--- src/rtl/fetch_pkg.sv ---
// Shared types and constants for the RV32 fetch sequencer.
// Holds the FSM state encoding, the buffer entry layout and the PC alignment helper.
package fetch_pkg;

  localparam int XLEN = 32;
  localparam logic [XLEN-1:0] PC_STEP = 32'd4;

  typedef enum logic [1:0] {
    FETCH  = 2'd0,
    WAIT   = 2'd1,
    SQUASH = 2'd2
  } fetch_state_e;

  typedef struct packed {
    logic [XLEN-1:0] pc;
    logic [XLEN-1:0] inst;
  } fetch_entry_t;

  // Instructions are word aligned; the low two address bits carry no meaning.
  function automatic logic [XLEN-1:0] align_pc(input logic [XLEN-1:0] addr);
    return {addr[XLEN-1:2], 2'b00};
  endfunction

endpackage

--- src/rtl/fetch_buf.sv ---
// Small power-of-two FIFO of fetched {pc, inst} entries; the head is read
// straight from the storage registers. Flush empties it in one cycle.
module fetch_buf
  import fetch_pkg::*;
#(
  parameter int DEPTH = 2
) (
  input  logic                     clk,
  input  logic                     reset,
  input  logic                     push,
  input  logic                     pop,
  input  logic                     flush,
  input  fetch_entry_t             wr_data,
  output fetch_entry_t             rd_data,
  output logic [$clog2(DEPTH):0]   count,
  output logic                     empty
);

  localparam int PTR_W = $clog2(DEPTH);
  localparam int CNT_W = PTR_W + 1;

  fetch_entry_t     mem [DEPTH];
  logic [PTR_W-1:0] rd_ptr;
  logic [PTR_W-1:0] wr_ptr;

  // Storage is cleared on reset so the head reads as zero until the first push.
  always_ff @(posedge clk) begin
    if (reset) begin
      rd_ptr <= '0;
      wr_ptr <= '0;
      count  <= '0;
      for (int i = 0; i < DEPTH; i++) begin
        mem[i] <= '0;
      end
    end else if (flush) begin
      rd_ptr <= '0;
      wr_ptr <= '0;
      count  <= '0;
    end else begin
      if (push) begin
        mem[wr_ptr] <= wr_data;
        wr_ptr      <= wr_ptr + PTR_W'(1);
      end
      if (pop) begin
        rd_ptr <= rd_ptr + PTR_W'(1);
      end
      count <= count + CNT_W'(push) - CNT_W'(pop);
    end
  end

  assign rd_data = mem[rd_ptr];
  assign empty   = (count == '0);

endmodule

--- src/rtl/fetch_ctrl.sv ---
// RV32 fetch sequencer: owns the PC, issues one imem request at a time and
// queues responses for decode. Redirects squash stale fetches and flush the buffer.
module fetch_ctrl
  import fetch_pkg::*;
#(
  parameter logic [31:0] RESET_PC  = 32'h0000_0000,
  parameter int          BUF_DEPTH = 2
) (
  input  logic        clk,
  input  logic        reset,
  input  logic        redirect_valid,
  input  logic [31:0] redirect_pc,
  output logic        imem_req_valid,
  output logic [31:0] imem_req_addr,
  input  logic        imem_req_ready,
  input  logic        imem_resp_valid,
  input  logic [31:0] imem_resp_data,
  output logic        inst_valid,
  output logic [31:0] inst_data,
  output logic [31:0] inst_pc,
  input  logic        inst_ready,
  output logic [31:0] pc
);

  localparam int CNT_W = $clog2(BUF_DEPTH) + 1;

  fetch_state_e    state_q;
  fetch_state_e    state_d;
  logic [XLEN-1:0] pc_q;
  logic [XLEN-1:0] pc_d;
  logic [XLEN-1:0] req_pc;
  logic            req_fire;
  logic            has_credit;
  logic            push;
  logic            pop;
  logic [CNT_W-1:0] count;
  logic            empty;
  fetch_entry_t    wr_entry;
  fetch_entry_t    head;

  // A request is only issued when its response is guaranteed a buffer slot.
  assign has_credit = (count < CNT_W'(BUF_DEPTH));

  always_comb begin
    state_d        = state_q;
    imem_req_valid = 1'b0;
    push           = 1'b0;
    case (state_q)
      FETCH: begin
        imem_req_valid = has_credit && !redirect_valid && !reset;
        if (!redirect_valid && imem_req_valid && imem_req_ready) begin
          state_d = WAIT;
        end
      end
      WAIT: begin
        if (imem_resp_valid) begin
          push    = !redirect_valid;
          state_d = FETCH;
        end else if (redirect_valid) begin
          state_d = SQUASH;
        end
      end
      SQUASH: begin
        if (imem_resp_valid) begin
          state_d = FETCH;
        end
      end
      default: state_d = FETCH;
    endcase
  end

  assign req_fire = imem_req_valid && imem_req_ready;

  always_comb begin
    pc_d = pc_q;
    if (redirect_valid) begin
      pc_d = align_pc(redirect_pc);
    end else if (req_fire) begin
      pc_d = pc_q + PC_STEP;
    end
  end

  // Reset drops any outstanding request; a late response lands in FETCH and is ignored.
  always_ff @(posedge clk) begin
    if (reset) begin
      state_q <= FETCH;
      pc_q    <= RESET_PC;
      req_pc  <= '0;
    end else begin
      state_q <= state_d;
      pc_q    <= pc_d;
      if (req_fire) begin
        req_pc <= pc_q;
      end
    end
  end

  assign wr_entry   = '{pc: req_pc, inst: imem_resp_data};
  assign inst_valid = !empty && !redirect_valid;
  assign pop        = inst_valid && inst_ready;

  fetch_buf #(
    .DEPTH (BUF_DEPTH)
  ) u_buf (
    .clk     (clk),
    .reset   (reset),
    .push    (push),
    .pop     (pop),
    .flush   (redirect_valid),
    .wr_data (wr_entry),
    .rd_data (head),
    .count   (count),
    .empty   (empty)
  );

  assign imem_req_addr = pc_q;
  assign pc            = pc_q;
  assign inst_data     = head.inst;
  assign inst_pc       = head.pc;

endmodule

--- config.mk ---
export PLATFORM = sky130hd
export DESIGN_NAME = fetch_ctrl
export DESIGN_NICKNAME = d
export VERILOG_FILES = /design/src/rtl/fetch_pkg.sv /design/src/rtl/fetch_buf.sv /design/src/rtl/fetch_ctrl.sv
export SDC_FILE = /design/constraint.sdc
export NUM_CORES = 1
export LEC_CHECK = 0
export ABC_AREA = 1
export CAP_MARGIN = 15
export CORE_MARGIN = 2
export CORE_UTILIZATION = 40
export CTS_CLUSTER_DIAMETER = 30
export CTS_CLUSTER_SIZE = 12
export DETAILED_ROUTE_END_ITERATION = 12
export PLACE_DENSITY = 0.65
export SLEW_MARGIN = 20
export SYNTH_ARGS = -nofsm -noshare
export SYNTH_HDL_FRONTEND = slang
export SYNTH_SLANG_ARGS = --single-unit
export TNS_END_PERCENT = 5
--- constraint.sdc ---
create_clock -name clk -period 4.7 [get_ports clk]
set_clock_uncertainty 0.15 [all_clocks]
set_input_delay 0.94 -clock clk [delete_from_list [all_inputs] [get_ports clk]]
set_output_delay 0.94 -clock clk [all_outputs]
set_load 0.005 [all_outputs]
==> results.sh, run 1 <==
export IMPL_cts_buffers=17
export IMPL_grt_max_degree=63
export IMPL_cts_buffer_depth=2
export IMPL_cts_repair_resized=0
export IMPL_hold_violations=0
export IMPL_ios=200
export IMPL_fin_crit_ns=3.66
export IMPL_antenna_found_initial=0
export IMPL_drt_pass1_iterations=5
export IMPL_netlist_area_um2=8840
export IMPL_setup_viol=0
export IMPL_critPathBufInv=3
export IMPL_arrival_ns=2.57
export IMPL_htreeDepth=4
export IMPL_dpl_cell_count=1339
export IMPL_die_area_um2=23300
export IMPL_syn2layout_area_growth_pct=28.2
export IMPL_powerDensity_nw_per_um2=317
export IMPL_hold_path_class="flip-flop to flip-flop"
export IMPL_wl_per_cell_um=14.8
export IMPL_rows=54
export IMPL_die_width_um=153
export IMPL_grt_first_pass_wirelength_um=32100
export IMPL_clk_pin_slew_ns=0.07
export IMPL_p_leak_nw=4.30
export IMPL_fill_cells=2013
export IMPL_portBuffers=191
export IMPL_netlist_top_cells_area="edfxtp_1, dfxtp_1, mux2_2, nor2_1, inv_1"
export IMPL_drc=0
export IMPL_slowest_stage="clkdlybuf4s50_1"
export IMPL_tritoncts="yes"
export IMPL_drt_vias_per_instance=4.77
export IMPL_relSlewSlack_pct=39.5
export IMPL_worst_slew_pin_slew_ns=0.907
export IMPL_drive_gt1_share_pct=11.1
export IMPL_synth_top_cell_area_share_pct=42.1
export IMPL_stdcell_count=1371
export IMPL_layout_commonest_cell="clkdlybuf4s50_1"
export IMPL_holdWs_ns=0.329
export IMPL_synth_area_leader_cell="edfxtp_1"
export IMPL_cts_root_buf="clkbuf_16"
export IMPL_rrSetupSlack_ns=2.59
export IMPL_hpwl_um=13200
export IMPL_drv_cap=0
export IMPL_end_kind="output port"
export IMPL_insertedDiodeCount=0
export IMPL_path_class="primary input to output port"
export IMPL_ir_drop_v=0.000199
export IMPL_core_area_um2=21800
export IMPL_rsz0062_at_grt="false"
export IMPL_clock_latency_ns=0.42
export IMPL_tns_ns=0
export IMPL_grtUsageTotal_pct=17.2
export IMPL_routed_wl_um=20200
export IMPL_ys_types=33
export IMPL_clock_sinks=191
export IMPL_seq_power_share_pct=52.8
export IMPL_first_global_vias=6245
export IMPL_status="finished, final reports clean"
export IMPL_crit_family="buffers and inverters"
export IMPL_overflow=0
export IMPL_pwr_share_comb_pct=9.6
export IMPL_internal_power_w=0.00273
export IMPL_post_route_period_util_pct=77.9
export IMPL_drtIter0Drc=375
export IMPL_worstPathRequired_ns=3.61
export IMPL_yosysSeqAreaShare_pct=57.3
export IMPL_start_util_pct=40.6
export IMPL_max_stage_delay_ns=0.53
export IMPL_syn_area_per_cell_um2=9.51
export IMPL_ctsHoldBuffers=0
export IMPL_final_antenna_net_count=0
export IMPL_startpoint_type="primary input"
export IMPL_crit_top_cell="clkdlybuf4s50_1"
export IMPL_crit_fanout=7
export IMPL_die_h_um=153
export IMPL_nNetsFinal=1151
export IMPL_vias=6536
export IMPL_fmax_mhz=273
export IMPL_p_sw_w=0.000863
export IMPL_post_cts_setup_buffers=0
export IMPL_slew_violations=0
export IMPL_syn_inst=930
export IMPL_swShare_pct=24.0
export IMPL_crit_chain="clkdlybuf4s50_1 -> nor2_8 -> inv_1 -> nor3_1 -> clkdlybuf4s50_1"
export IMPL_final_cell_mix="clkdlybuf4s50_1, nor2_1, edfxtp_1"
export IMPL_p_clk_share_pct=37.6
export IMPL_gp_congestion=0.836
export IMPL_yosys_warnings=0
export IMPL_ys_ff_latch=191
==> metal layers <==
metal	track usage, %	up-vias	wire length, um
li1	-	3270	-
met1	22.6	3022	9320
met2	28.7	224	9440
met3	3.53	20	1200
met4	5.34	0	278
met5	0	-	0
==> per-stage QoR <==
step	instance area (um^2)	total power, W	utilization, %	setup slack, ns
4_1_cts	11300	0.00363	52.1	1.05
6_report	11300	0.00359	52.1	1.04
2_1_floorplan	8860	0.00209	-	1.10
3_5_place_dp	10800	0.00228	49.6	1.02
5_1_grt	11300	0.00373	52.1	0.964
3_3_place_gp	10800	0.00228	49.6	1.02
==> cells by family (layout without fill, tap and decap cells) <==
| group | Yosys count | in the layout | share of synthesized area [%] |
|---|---|---|---|
| and+or+nand+nor | 348 | 348 | 16.3 |
| buffers and inverters | 198 | 354 | 10.2 |
| DFF | 191 | 191 | 57.3 |
| AOI/OAI and AO/OA | 114 | 114 | 6.59 |
| muxes | 62 | 62 | 7.90 |
| xor gates and xnor gates | 13 | 13 | 1.29 |
| adders and majority gates | 3 | 3 | 0.425 |
| other | 1 | 6 | 0.0424 |
==> registers in the layout, indices dropped and copies added (netlist names), named ones only <==
name / cells
state_q: 2
u_buf.mem: 124
u_buf.wr_ptr: 1
u_buf.count: 2
imem_req_addr: 30
u_buf.rd_ptr: 1
req_pc: 30
==> worst min-delay path: cells and delay by family (launching register included) <==
kind | cells | cell delay [ns]
flops | 1 | 0.30
buf+inv | 1 | 0.07
compound gates | 1 | 0.06
==> layout make-up <==
type	instances	area, um^2	share of cell area [%]
clock buffer	17	425	3.75
tap	280	350	3.09
clock inverter	15	129	1.14
inverter	123	462	4.07
timing repair buffer	199	1980	17.5
sequential	191	5070	44.7
multi-input combinational	546	2920	25.8
==> power groups by stage <==
| stage | sequential (W) | clock, W | combinational [W] |
|---|---|---|---|
| after floorplan | 0.00192 | 0 | 0.000169 |
| after global placement | 0.00193 | 0 | 0.000343 |
| after detailed placement | 0.00194 | 0 | 0.000345 |
| after CTS | 0.00190 | 0.00138 | 0.000348 |
| after global routing | 0.00191 | 0.00145 | 0.000378 |
| final | 0.00190 | 0.00135 | 0.000344 |
==> synth_stat cells, drive strengths merged <==
cell type and n:
a211oi 1, a21oi 56, a22oi 2, a31oi 2, and2 2, buf 51
clkbuf 24, conb 1, dfxtp 67, edfxtp 124, ha 3, inv 123
mux2 62, nand2 119, nand3 34, nand3b 2, nand4 4, nor2 184
nor3 2, o21ai 52, o21bai 1, or2 1, xnor2 6, xor2 7
==> final timing paths <==
kind                   from                to  cells past startpoint
min reg2reg      req_pc[15]        req_pc[15]                      2
min              req_pc[15]        req_pc[15]                      2
max          redirect_valid    imem_req_valid                      5
max reg2reg      state_q[1]  u_buf.mem[0][17]                      5
Power figures use the tool's default switching activity.
==> run 2: changes to the inputs <==
--- a/config.mk
+++ b/config.mk
@@ -12,7 +12,7 @@
 export CTS_CLUSTER_DIAMETER = 30
 export CTS_CLUSTER_SIZE = 12
 export DETAILED_ROUTE_END_ITERATION = 12
-export PLACE_DENSITY = 0.65
+export PLACE_DENSITY = 0.67
 export SLEW_MARGIN = 20
 export SYNTH_ARGS = -nofsm -noshare
 export SYNTH_HDL_FRONTEND = slang
==> constraint.sdc (replaced) <==
create_clock -name clk -period 3.3 [get_ports clk]
set_clock_uncertainty 0.15 [all_clocks]
set_input_delay 0.66 -clock clk [delete_from_list [all_inputs] [get_ports clk]]
set_output_delay 0.66 -clock clk [all_outputs]
set_load 0.005 [all_outputs]
==> results.sh, run 2 (same netlist as run 1, synthesis figures left out) <==
export IMPL_powerDensity_nw_per_um2=460
export IMPL_nNetsFinal=1158
export IMPL_r2r_end="u_buf.count[1]"
export IMPL_drtIter0Drc=303
export IMPL_slew_violations=0
export IMPL_fin_crit_ns=3.01
export IMPL_r2r_cells=10
export IMPL_crit_chain="clkdlybuf4s50_1 -> nor2_8 -> inv_1 -> nor3_1 -> clkdlybuf4s50_1"
export IMPL_die_area_um2=23300
export IMPL_end_kind="output port"
export IMPL_syn2layout_area_growth_pct=30.2
export IMPL_drv_cap=0
export IMPL_htreeDepth=4
export IMPL_grt_max_degree=63
export IMPL_drc=0
export IMPL_rsz0062_at_grt="false"
export IMPL_start_util_pct=40.6
export IMPL_wl_per_cell_um=14.8
export IMPL_fill_cells=1960
export IMPL_post_route_period_util_pct=91.3
export IMPL_hold_path_class="flip-flop to flip-flop"
export IMPL_max_stage_delay_ns=0.53
export IMPL_die_h_um=153
export IMPL_post_cts_setup_buffers=0
export IMPL_grt_first_pass_wirelength_um=32500
export IMPL_r2r_start="u_buf.count[1]"
export IMPL_holdWs_ns=0.330
export IMPL_area_sequential_um2=5070
export IMPL_layout_commonest_cell="clkdlybuf4s50_1"
export IMPL_path_class="primary input to output port"
export IMPL_status="finished, final reports clean"
export IMPL_final_cell_mix="clkdlybuf4s50_1, nor2_1, edfxtp_1"
export IMPL_holdPathEnd="req_pc[10]"
export IMPL_cts_buffer_depth=2
export IMPL_ctsHoldBuffers=0
export IMPL_die_width_um=153
export IMPL_routed_wl_um=20400
export IMPL_p_total_w=0.00530
export IMPL_tritoncts="yes"
export IMPL_regMostFlops="u_buf.mem"
export IMPL_dpl_cell_count=1346
export IMPL_p_leak_nw=4.41
export IMPL_dpl_cell_area_um2=10900
export IMPL_largest_register_ffs=124
export IMPL_antenna_found_initial=0
export IMPL_holdPathStages=2
export IMPL_clock_latency_ns=0.43
export IMPL_core_area_um2=21800
export IMPL_worstHoldStart="req_pc[10]"
export IMPL_clock_sinks=191
export IMPL_setup_slack_ns=0.286
export IMPL_clk_pin_slew_ns=0.07
export IMPL_rows=54
export IMPL_hpwl_um=13300
export IMPL_setup_viol=0
export IMPL_dpl_worst_slack_ns=0.268
export IMPL_hold_violations=0
export IMPL_stdcell_area_um2=11500
export IMPL_worstPathRequired_ns=2.49
export IMPL_fmax_mhz=332
export IMPL_insertedDiodeCount=0
export IMPL_startpoint_type="primary input"
export IMPL_drt_vias_per_instance=4.75
export IMPL_portBuffers=191
export IMPL_ir_drop_v=0.000311
export IMPL_gp_congestion=0.843
export IMPL_drive_gt1_share_pct=11.6
export IMPL_crit_fanout=5
export IMPL_arrival_ns=2.20
export IMPL_crit_top_cell="clkdlybuf4s50_1"
export IMPL_stdcell_count=1378
export IMPL_final_antenna_net_count=0
export IMPL_rrSetupSlack_ns=1.33
export IMPL_multi_input_comb_area_um2=2920
export IMPL_drt_pass1_iterations=5
export IMPL_overflow=0
export IMPL_first_global_vias=6286
export IMPL_cts_root_buf="clkbuf_16"
export IMPL_cts_repair_resized=0
export IMPL_cts_buffers=17
export IMPL_ios=200
export IMPL_slowest_stage="clkdlybuf4s50_1"
export IMPL_vias=6544
export IMPL_grtUsageTotal_pct=17.5
## run 2: metal layers
metal | share of wire [%] | GRT usage [%] | vias to the layer above
li1 | - | - | 3288
met4 | 1.6 | 5.07 | 0
met3 | 6.4 | 4.35 | 21
met2 | 46 | 27.9 | 235
met1 | 47 | 23.7 | 3000
met5 | 0 | 0 | -
## run 2: cell type report
cell class	instances	area share (%)
clock buffers	17	3.70
clock inverters	15	1.51
inverters	123	4.01
multi-input cells	546	25.4
flip-flops and latches	191	44.0
well taps	280	3.04
repair buffers	206	18.3
## run 2: worst max path at each step
stage / cells after the start / to / slack, ns / startpoint
after floorplan: 5 / u_buf.mem[1][0] / -0.02 / reset
after global routing: 5 / imem_req_valid / 0.22 / redirect_valid
final: 5 / imem_req_valid / 0.29 / redirect_valid
after global placement: 5 / imem_req_valid / 0.26 / redirect_valid
after detailed placement: 5 / imem_req_valid / 0.27 / redirect_valid
after CTS: 5 / imem_req_valid / 0.27 / redirect_valid
## run 2: stage by stage
step,util (%),setup TNS [ns]
6_report,52.9,0
4_1_cts,52.9,0
3_5_place_dp,50.1,0
2_1_floorplan,-,-1.14
3_3_place_gp,50.1,0
5_1_grt,52.9,0
## run 2: report_power, final
part           internal (W)  leakage [nW]  total [W]  switching [W]
combinational      0.000280          2.28   0.000505       0.000225
sequential          0.00263          1.83    0.00270      0.0000684
clock               0.00114         0.297    0.00209       0.000950
total               0.00406          4.41    0.00530        0.00124
## run 2: worst max-delay path: cells and delay by family
family	cells	cell delay, ns
buf+inv	3	1.13
simple gates	2	0.41
